--- src/rtl/radio_ctrl_arbiter_pkg.sv ---
// Shared constants and types for the radio control-port arbiter.
package radio_ctrl_arbiter_pkg;

    localparam int unsigned DATA_W = 64;
    localparam int unsigned STAT_W = 16;
    localparam int unsigned EC_BIT = 63;

    typedef enum logic [1:0] {
        ARB_IDLE = 2'd0,
        ARB_REQ  = 2'd1,
        ARB_RESP = 2'd2
    } arb_state_e;

    // One control beat as seen on a requester port.
    typedef struct packed {
        logic [DATA_W-1:0] tdata;
        logic              tlast;
    } ctrl_beat_t;

endpackage

--- src/rtl/radio_ctrl_arbiter_rr_pick.sv ---
// Round-robin picker: first requesting port searching upward from last+1, with wrap.
module rr_pick #(
    parameter  int unsigned NUM_PORTS = 4,
    localparam int unsigned PW        = $clog2(NUM_PORTS)
) (
    input  logic [NUM_PORTS-1:0] req,
    input  logic [PW-1:0]        last,
    output logic                 any,
    output logic [PW-1:0]        idx
);

    int unsigned cand;
    logic [PW-1:0] cand_idx;

    always_comb begin
        any      = 1'b0;
        idx      = '0;
        cand     = 0;
        cand_idx = '0;
        for (int unsigned off = 1; off <= NUM_PORTS; off++) begin
            cand = 32'(last) + off;
            if (cand >= NUM_PORTS) begin
                cand = cand - NUM_PORTS;
            end
            cand_idx = PW'(cand);
            if (!any && req[cand_idx]) begin
                any = 1'b1;
                idx = cand_idx;
            end
        end
    end

endmodule

--- src/rtl/radio_ctrl_arbiter.sv ---
// Transaction-level round-robin arbiter sharing one radio control processor between requesters.
// Optional per-port completed-transaction counters are built when RADIO_CTRL_ARB_STATS_EN is defined.
module radio_ctrl_arbiter
    import radio_ctrl_arbiter_pkg::*;
#(
    parameter  int unsigned NUM_PORTS = 4,
    localparam int unsigned PW        = $clog2(NUM_PORTS)
) (
    input  logic                          clk,
    input  logic                          reset,
    input  logic                          clear,
    input  logic [DATA_W*NUM_PORTS-1:0]   in_tdata,
    input  logic [NUM_PORTS-1:0]          in_tlast,
    input  logic [NUM_PORTS-1:0]          in_tvalid,
    output logic [NUM_PORTS-1:0]          in_tready,
    output logic [DATA_W-1:0]             ctrl_tdata,
    output logic                          ctrl_tlast,
    output logic                          ctrl_tvalid,
    input  logic                          ctrl_tready,
    input  logic [DATA_W-1:0]             resp_tdata,
    input  logic                          resp_tlast,
    input  logic                          resp_tvalid,
    output logic                          resp_tready,
    output logic [DATA_W*NUM_PORTS-1:0]   out_tdata,
    output logic [NUM_PORTS-1:0]          out_tlast,
    output logic [NUM_PORTS-1:0]          out_tvalid,
    input  logic [NUM_PORTS-1:0]          out_tready,
    output logic [PW-1:0]                 grant,
    output logic                          busy,
    output logic [STAT_W*NUM_PORTS-1:0]   stat_txn
);

    arb_state_e    state_q, state_d;
    logic [PW-1:0] grant_q, grant_d;
    logic [PW-1:0] last_q, last_d;
    logic          first_q, first_d;
    logic          done;
    logic          hdr_is_ec;
    logic          pick_any;
    logic [PW-1:0] pick_idx;
    ctrl_beat_t    beat [NUM_PORTS];
    ctrl_beat_t    sel;

    for (genvar i = 0; i < NUM_PORTS; i++) begin : g_unpack
        assign beat[i] = {in_tdata[DATA_W*i +: DATA_W], in_tlast[i]};
    end

    assign sel       = beat[grant_q];
    assign hdr_is_ec = sel.tdata[EC_BIT];

    rr_pick #(
        .NUM_PORTS (NUM_PORTS)
    ) u_rr_pick (
        .req  (in_tvalid),
        .last (last_q),
        .any  (pick_any),
        .idx  (pick_idx)
    );

    // State register
    always_ff @(posedge clk) begin
        if (reset) begin
            state_q <= ARB_IDLE;
            grant_q <= '0;
            last_q  <= PW'(NUM_PORTS - 1);
            first_q <= 1'b0;
        end else begin
            state_q <= state_d;
            grant_q <= grant_d;
            last_q  <= last_d;
            first_q <= first_d;
        end
    end

    // Next state and handshake steering; the granted port is held until its response completes
    always_comb begin
        state_d     = state_q;
        grant_d     = grant_q;
        last_d      = last_q;
        first_d     = first_q;
        done        = 1'b0;
        in_tready   = '0;
        ctrl_tvalid = 1'b0;
        ctrl_tlast  = 1'b0;
        resp_tready = 1'b0;
        out_tvalid  = '0;

        unique case (state_q)
            ARB_IDLE: begin
                if (pick_any) begin
                    grant_d = pick_idx;
                    first_d = 1'b1;
                    state_d = ARB_REQ;
                end
            end
            ARB_REQ: begin
                ctrl_tvalid        = in_tvalid[grant_q];
                ctrl_tlast         = sel.tlast;
                in_tready[grant_q] = ctrl_tready;
                if (ctrl_tvalid && ctrl_tready) begin
                    first_d = 1'b0;
                    if (sel.tlast) begin
                        // A lone non-EC header carries no response
                        if (first_q && !hdr_is_ec) begin
                            done    = 1'b1;
                            state_d = ARB_IDLE;
                        end else begin
                            state_d = ARB_RESP;
                        end
                    end
                end
            end
            ARB_RESP: begin
                out_tvalid[grant_q] = resp_tvalid;
                resp_tready         = out_tready[grant_q];
                if (resp_tvalid && resp_tready && resp_tlast) begin
                    done    = 1'b1;
                    state_d = ARB_IDLE;
                end
            end
            default: begin
                state_d = ARB_IDLE;
            end
        endcase

        if (done) begin
            last_d = grant_q;
        end

        if (clear) begin
            state_d = ARB_IDLE;
            grant_d = '0;
            last_d  = PW'(NUM_PORTS - 1);
            first_d = 1'b0;
            done    = 1'b0;
        end
    end

    assign ctrl_tdata = sel.tdata;
    assign out_tdata  = {NUM_PORTS{resp_tdata}};
    assign out_tlast  = {NUM_PORTS{resp_tlast}};
    assign grant      = grant_q;
    assign busy       = (state_q != ARB_IDLE);

`ifdef RADIO_CTRL_ARB_STATS_EN
    // Completed-transaction counters survive clear; only reset zeroes them
    for (genvar i = 0; i < NUM_PORTS; i++) begin : g_stat
        logic [STAT_W-1:0] cnt_q;
        always_ff @(posedge clk) begin
            if (reset) begin
                cnt_q <= '0;
            end else if (done && (grant_q == PW'(i))) begin
                cnt_q <= cnt_q + STAT_W'(1);
            end
        end
        assign stat_txn[STAT_W*i +: STAT_W] = cnt_q;
    end
`else
    assign stat_txn = '0;
`endif

endmodule

--- config.mk ---
export PLATFORM = sky130hd
export DESIGN_NAME = radio_ctrl_arbiter
export DESIGN_NICKNAME = d
export VERILOG_FILES = /design/src/rtl/radio_ctrl_arbiter_pkg.sv /design/src/rtl/radio_ctrl_arbiter_rr_pick.sv /design/src/rtl/radio_ctrl_arbiter.sv
export SDC_FILE = /design/constraint.sdc
export NUM_CORES = 1
export LEC_CHECK = 0
export CAP_MARGIN = 0
export CELL_PAD_IN_SITES_DETAIL_PLACEMENT = 1
export CELL_PAD_IN_SITES_GLOBAL_PLACEMENT = 1
export CORE_AREA = 5 5 287 289
export CTS_BUF_LIST = sky130_fd_sc_hd__clkbuf_8
export CTS_CLUSTER_SIZE = 28
export DETAILED_ROUTE_END_ITERATION = 12
export DIE_AREA = 0 0 292 294
export GPL_ROUTABILITY_DRIVEN = 0
export PLACE_DENSITY = 0.42
export SLEW_MARGIN = 20
export SYNTH_ARGS = -nofsm -noshare
export SYNTH_HDL_FRONTEND = slang
export SYNTH_HIERARCHICAL = 1
export SYNTH_SLANG_ARGS = --single-unit
--- constraint.sdc ---
create_clock -name clk -period 3.62 [get_ports clk]
set_input_delay 0.724 -clock clk [delete_from_list [all_inputs] [get_ports clk]]
set_output_delay 0.724 -clock clk [all_outputs]
set_load 0.005 [all_outputs]
==> results.sh <==
export IMPL_status="completed"
export IMPL_rsz0062_at_grt="no"
export IMPL_post_cts_resized=0
export IMPL_wl_per_cell_um=16.2
export IMPL_grt_overflow=0
export IMPL_h_tree_depth=1
export IMPL_synth_top_family_by_area="buffers and inverters"
export IMPL_end_kind="output port"
export IMPL_wirelength_um=26500
export IMPL_die_width_um=292
export IMPL_path_clk_slew_ps=40
export IMPL_leakagePower_uw=0.00226
export IMPL_synth_area_mux_share_pct=33.9
export IMPL_grt_pass1_wl_um=34100
export IMPL_rows=104
export IMPL_layout_drive_gt1_share_pct=14.5
export IMPL_cp_arrival_ps=2480
export IMPL_grt_usage_pct=5.53
export IMPL_drt_pass1_iter_count=4
export IMPL_dp_hpwl_um=24300
export IMPL_hold_viol_final=0
export IMPL_area_growth_pct=59.9
export IMPL_cp_max_fo=5
export IMPL_antenna_found_initial=11
export IMPL_period_needed_ps=3200
export IMPL_holdCritPathClass="flop to flop"
export IMPL_vias=3669
export IMPL_drc=0
export IMPL_synthArstFlopShare_pct=0
export IMPL_fin_nets=921
export IMPL_cts_tree="built"
export IMPL_holdBufCountCts=0
export IMPL_synth_seq_cells=7
export IMPL_coreArea_um2=79600
export IMPL_setup_tns_ps=0
export IMPL_start_kind="input pin"
export IMPL_synth_compound_area_share_pct=1.88
export IMPL_yosysMostFrequentCell="buf_4"
export IMPL_fillCellCount=9482
export IMPL_ys_flop_type="dfxtp_1"
export IMPL_drtAntennaViolNets=0
export IMPL_synth_avg_cell_area_um2=9.38
export IMPL_synth_adder_area_share_pct=1.09
export IMPL_critPathRequiredTime_ps=2900
export IMPL_synth_top_cell_area_share_pct=53.1
export IMPL_fin_skew_ps=2.68
export IMPL_die_area_um2=85800
export IMPL_ys_top_cells_by_area="buf_4 (53%), mux4_2 (33%), dfxtp_1 (3.0%)"
export IMPL_max_cap_viol_count=0
export IMPL_initial_core_util_pct=5.77
export IMPL_numClockSinks=7
export IMPL_setup_violations=0
export IMPL_insertion_delay_ps=230
export IMPL_yosysSeqAreaShare_pct=3.05
export IMPL_synth_commonest_cells="buf_4 (325), mux4_2 (67), nor2_1 (16)"
export IMPL_dpl_cell_count=1634
export IMPL_synth_edf_count=0
export IMPL_period_share_pct=88.5
export IMPL_synth_simple_gate_area_share_pct=4.93
export IMPL_fp_dieH_um=294
export IMPL_setup_ws_ps=416
export IMPL_powerDensity_nw_per_um2=120
export IMPL_cts_buffers=3
export IMPL_tightest_slew_ps=563
export IMPL_fmax_mhz=312
export IMPL_cts_root_buffer="clkbuf_8"
export IMPL_yosys_cell_types_count=28
export IMPL_grt_max_degree=43
export IMPL_drtIter0Drc=119
export IMPL_ir_worst_vdd_v=0.0000765
export IMPL_synth_top_cell_by_area="buf_4"
export IMPL_synth_xor_area_share_pct=0
export IMPL_worstSetupPathType="input pin to output port"
export IMPL_clockBufferDepth=2
export IMPL_maxSlewViolCount=0
export IMPL_syn_area_um2=4600
export IMPL_cts_setup_buffers=0
export IMPL_portBuffers=355
export IMPL_stdcell_count=1640
export IMPL_grt_pass1_vias=4265
export IMPL_synth_warnings=6
export IMPL_slew_headroom_pct=62.5
export IMPL_pre_cts_ws_ps=406
export IMPL_vias_per_cell=2.24
export IMPL_pin_count=740
export IMPL_syn_inst=490
## metal layers
layer | vias up | share of wire (%) | GRT usage [%]
li1 | 1477 | - | -
met1 | 1613 | 31 | 5.21
met2 | 518 | 48 | 9.80
met3 | 61 | 17 | 3.63
met4 | 0 | 3.7 | 1.73
met5 | - | 0 | 0.0554
## metrics by stage
step                      total power [µW]  hold slack, ps  utilization [%]  area, µm²
final                                  881             478             9.23       7350
after global routing                   936             510             9.23       7350
after CTS                              898             484             9.23       7350
after detailed placement               784             478             9.17       7300
after global placement                 781             470             9.17       7300
after floorplan                        557             444                -       4830
## cell usage in the layout, fill, tap and decap left out, types with 5 or more instances in the layout
master and count:
a21oi_1 5, clkdlybuf4s50_1 355, nor2_1 16, inv_1 7, conb_1 64, nand2b_1 6
nand2_1 11, dfxtp_1 5, mux4_2 67, mux2i_1 5
## path summary, 6_finish.rpt
| check | startpoint | depth (start not counted) | slack, ps | endpoint |
|---|---|---|---|---|
| hold reg to reg | state_q[1]$_SDFFE_PP0P_ | 2 | 480 | state_q[1]$_SDFFE_PP0P_ |
| hold / removal | state_q[1]$_SDFFE_PP0P_ | 2 | 480 | state_q[1]$_SDFFE_PP0P_ |
| setup reg to reg | grant[0]$_SDFFE_PP0P_ | 4 | 1380 | last_q[1]$_SDFFE_PP1P_ |
| setup / recovery | in_tvalid[1] | 4 | 420 | ctrl_tvalid |
## critical path: stages
cell and delay, ps:
clkdlybuf4s50_1 500, mux4_2 590, and2_1 200, clkdlybuf4s50_1 460
## cell type report
| cell class | instances | area (µm²) | area share (%) |
|---|---|---|---|
| timing repair buffer | 362 | 3640 | 49.6 |
| multi-input combinational | 199 | 2160 | 29.4 |
| tap | 1060 | 1330 | 18.0 |
| sequential | 7 | 148 | 2.01 |
| clock buffer | 3 | 41.3 | 0.562 |
| inverter | 6 | 22.5 | 0.306 |
| antenna | 2 | 5.00 | 0.0681 |
| clock inverter | 1 | 3.75 | 0.0511 |
## sequential cells by signal, indices dropped and copies added, names as in the netlist
| register | flops |
|---|---|
| grant | 2 |
| last_q | 2 |
| state_q | 2 |
| first_q | 1 |
## cell families after synthesis
family,after synthesis
compound gates,12
fa+ha+maj,4
buf+inv,347
flops,7
mux,72
other cells,1
simple gates,47
## power breakdown
part           total (µW)  leakage, µW  internal [µW]  switching (µW)
sequential           90.9    0.0000586           80.0            10.8
combinational         683      0.00218            481             202
clock                 108    0.0000269           73.4            34.4
Power figures use the tool's default switching activity.
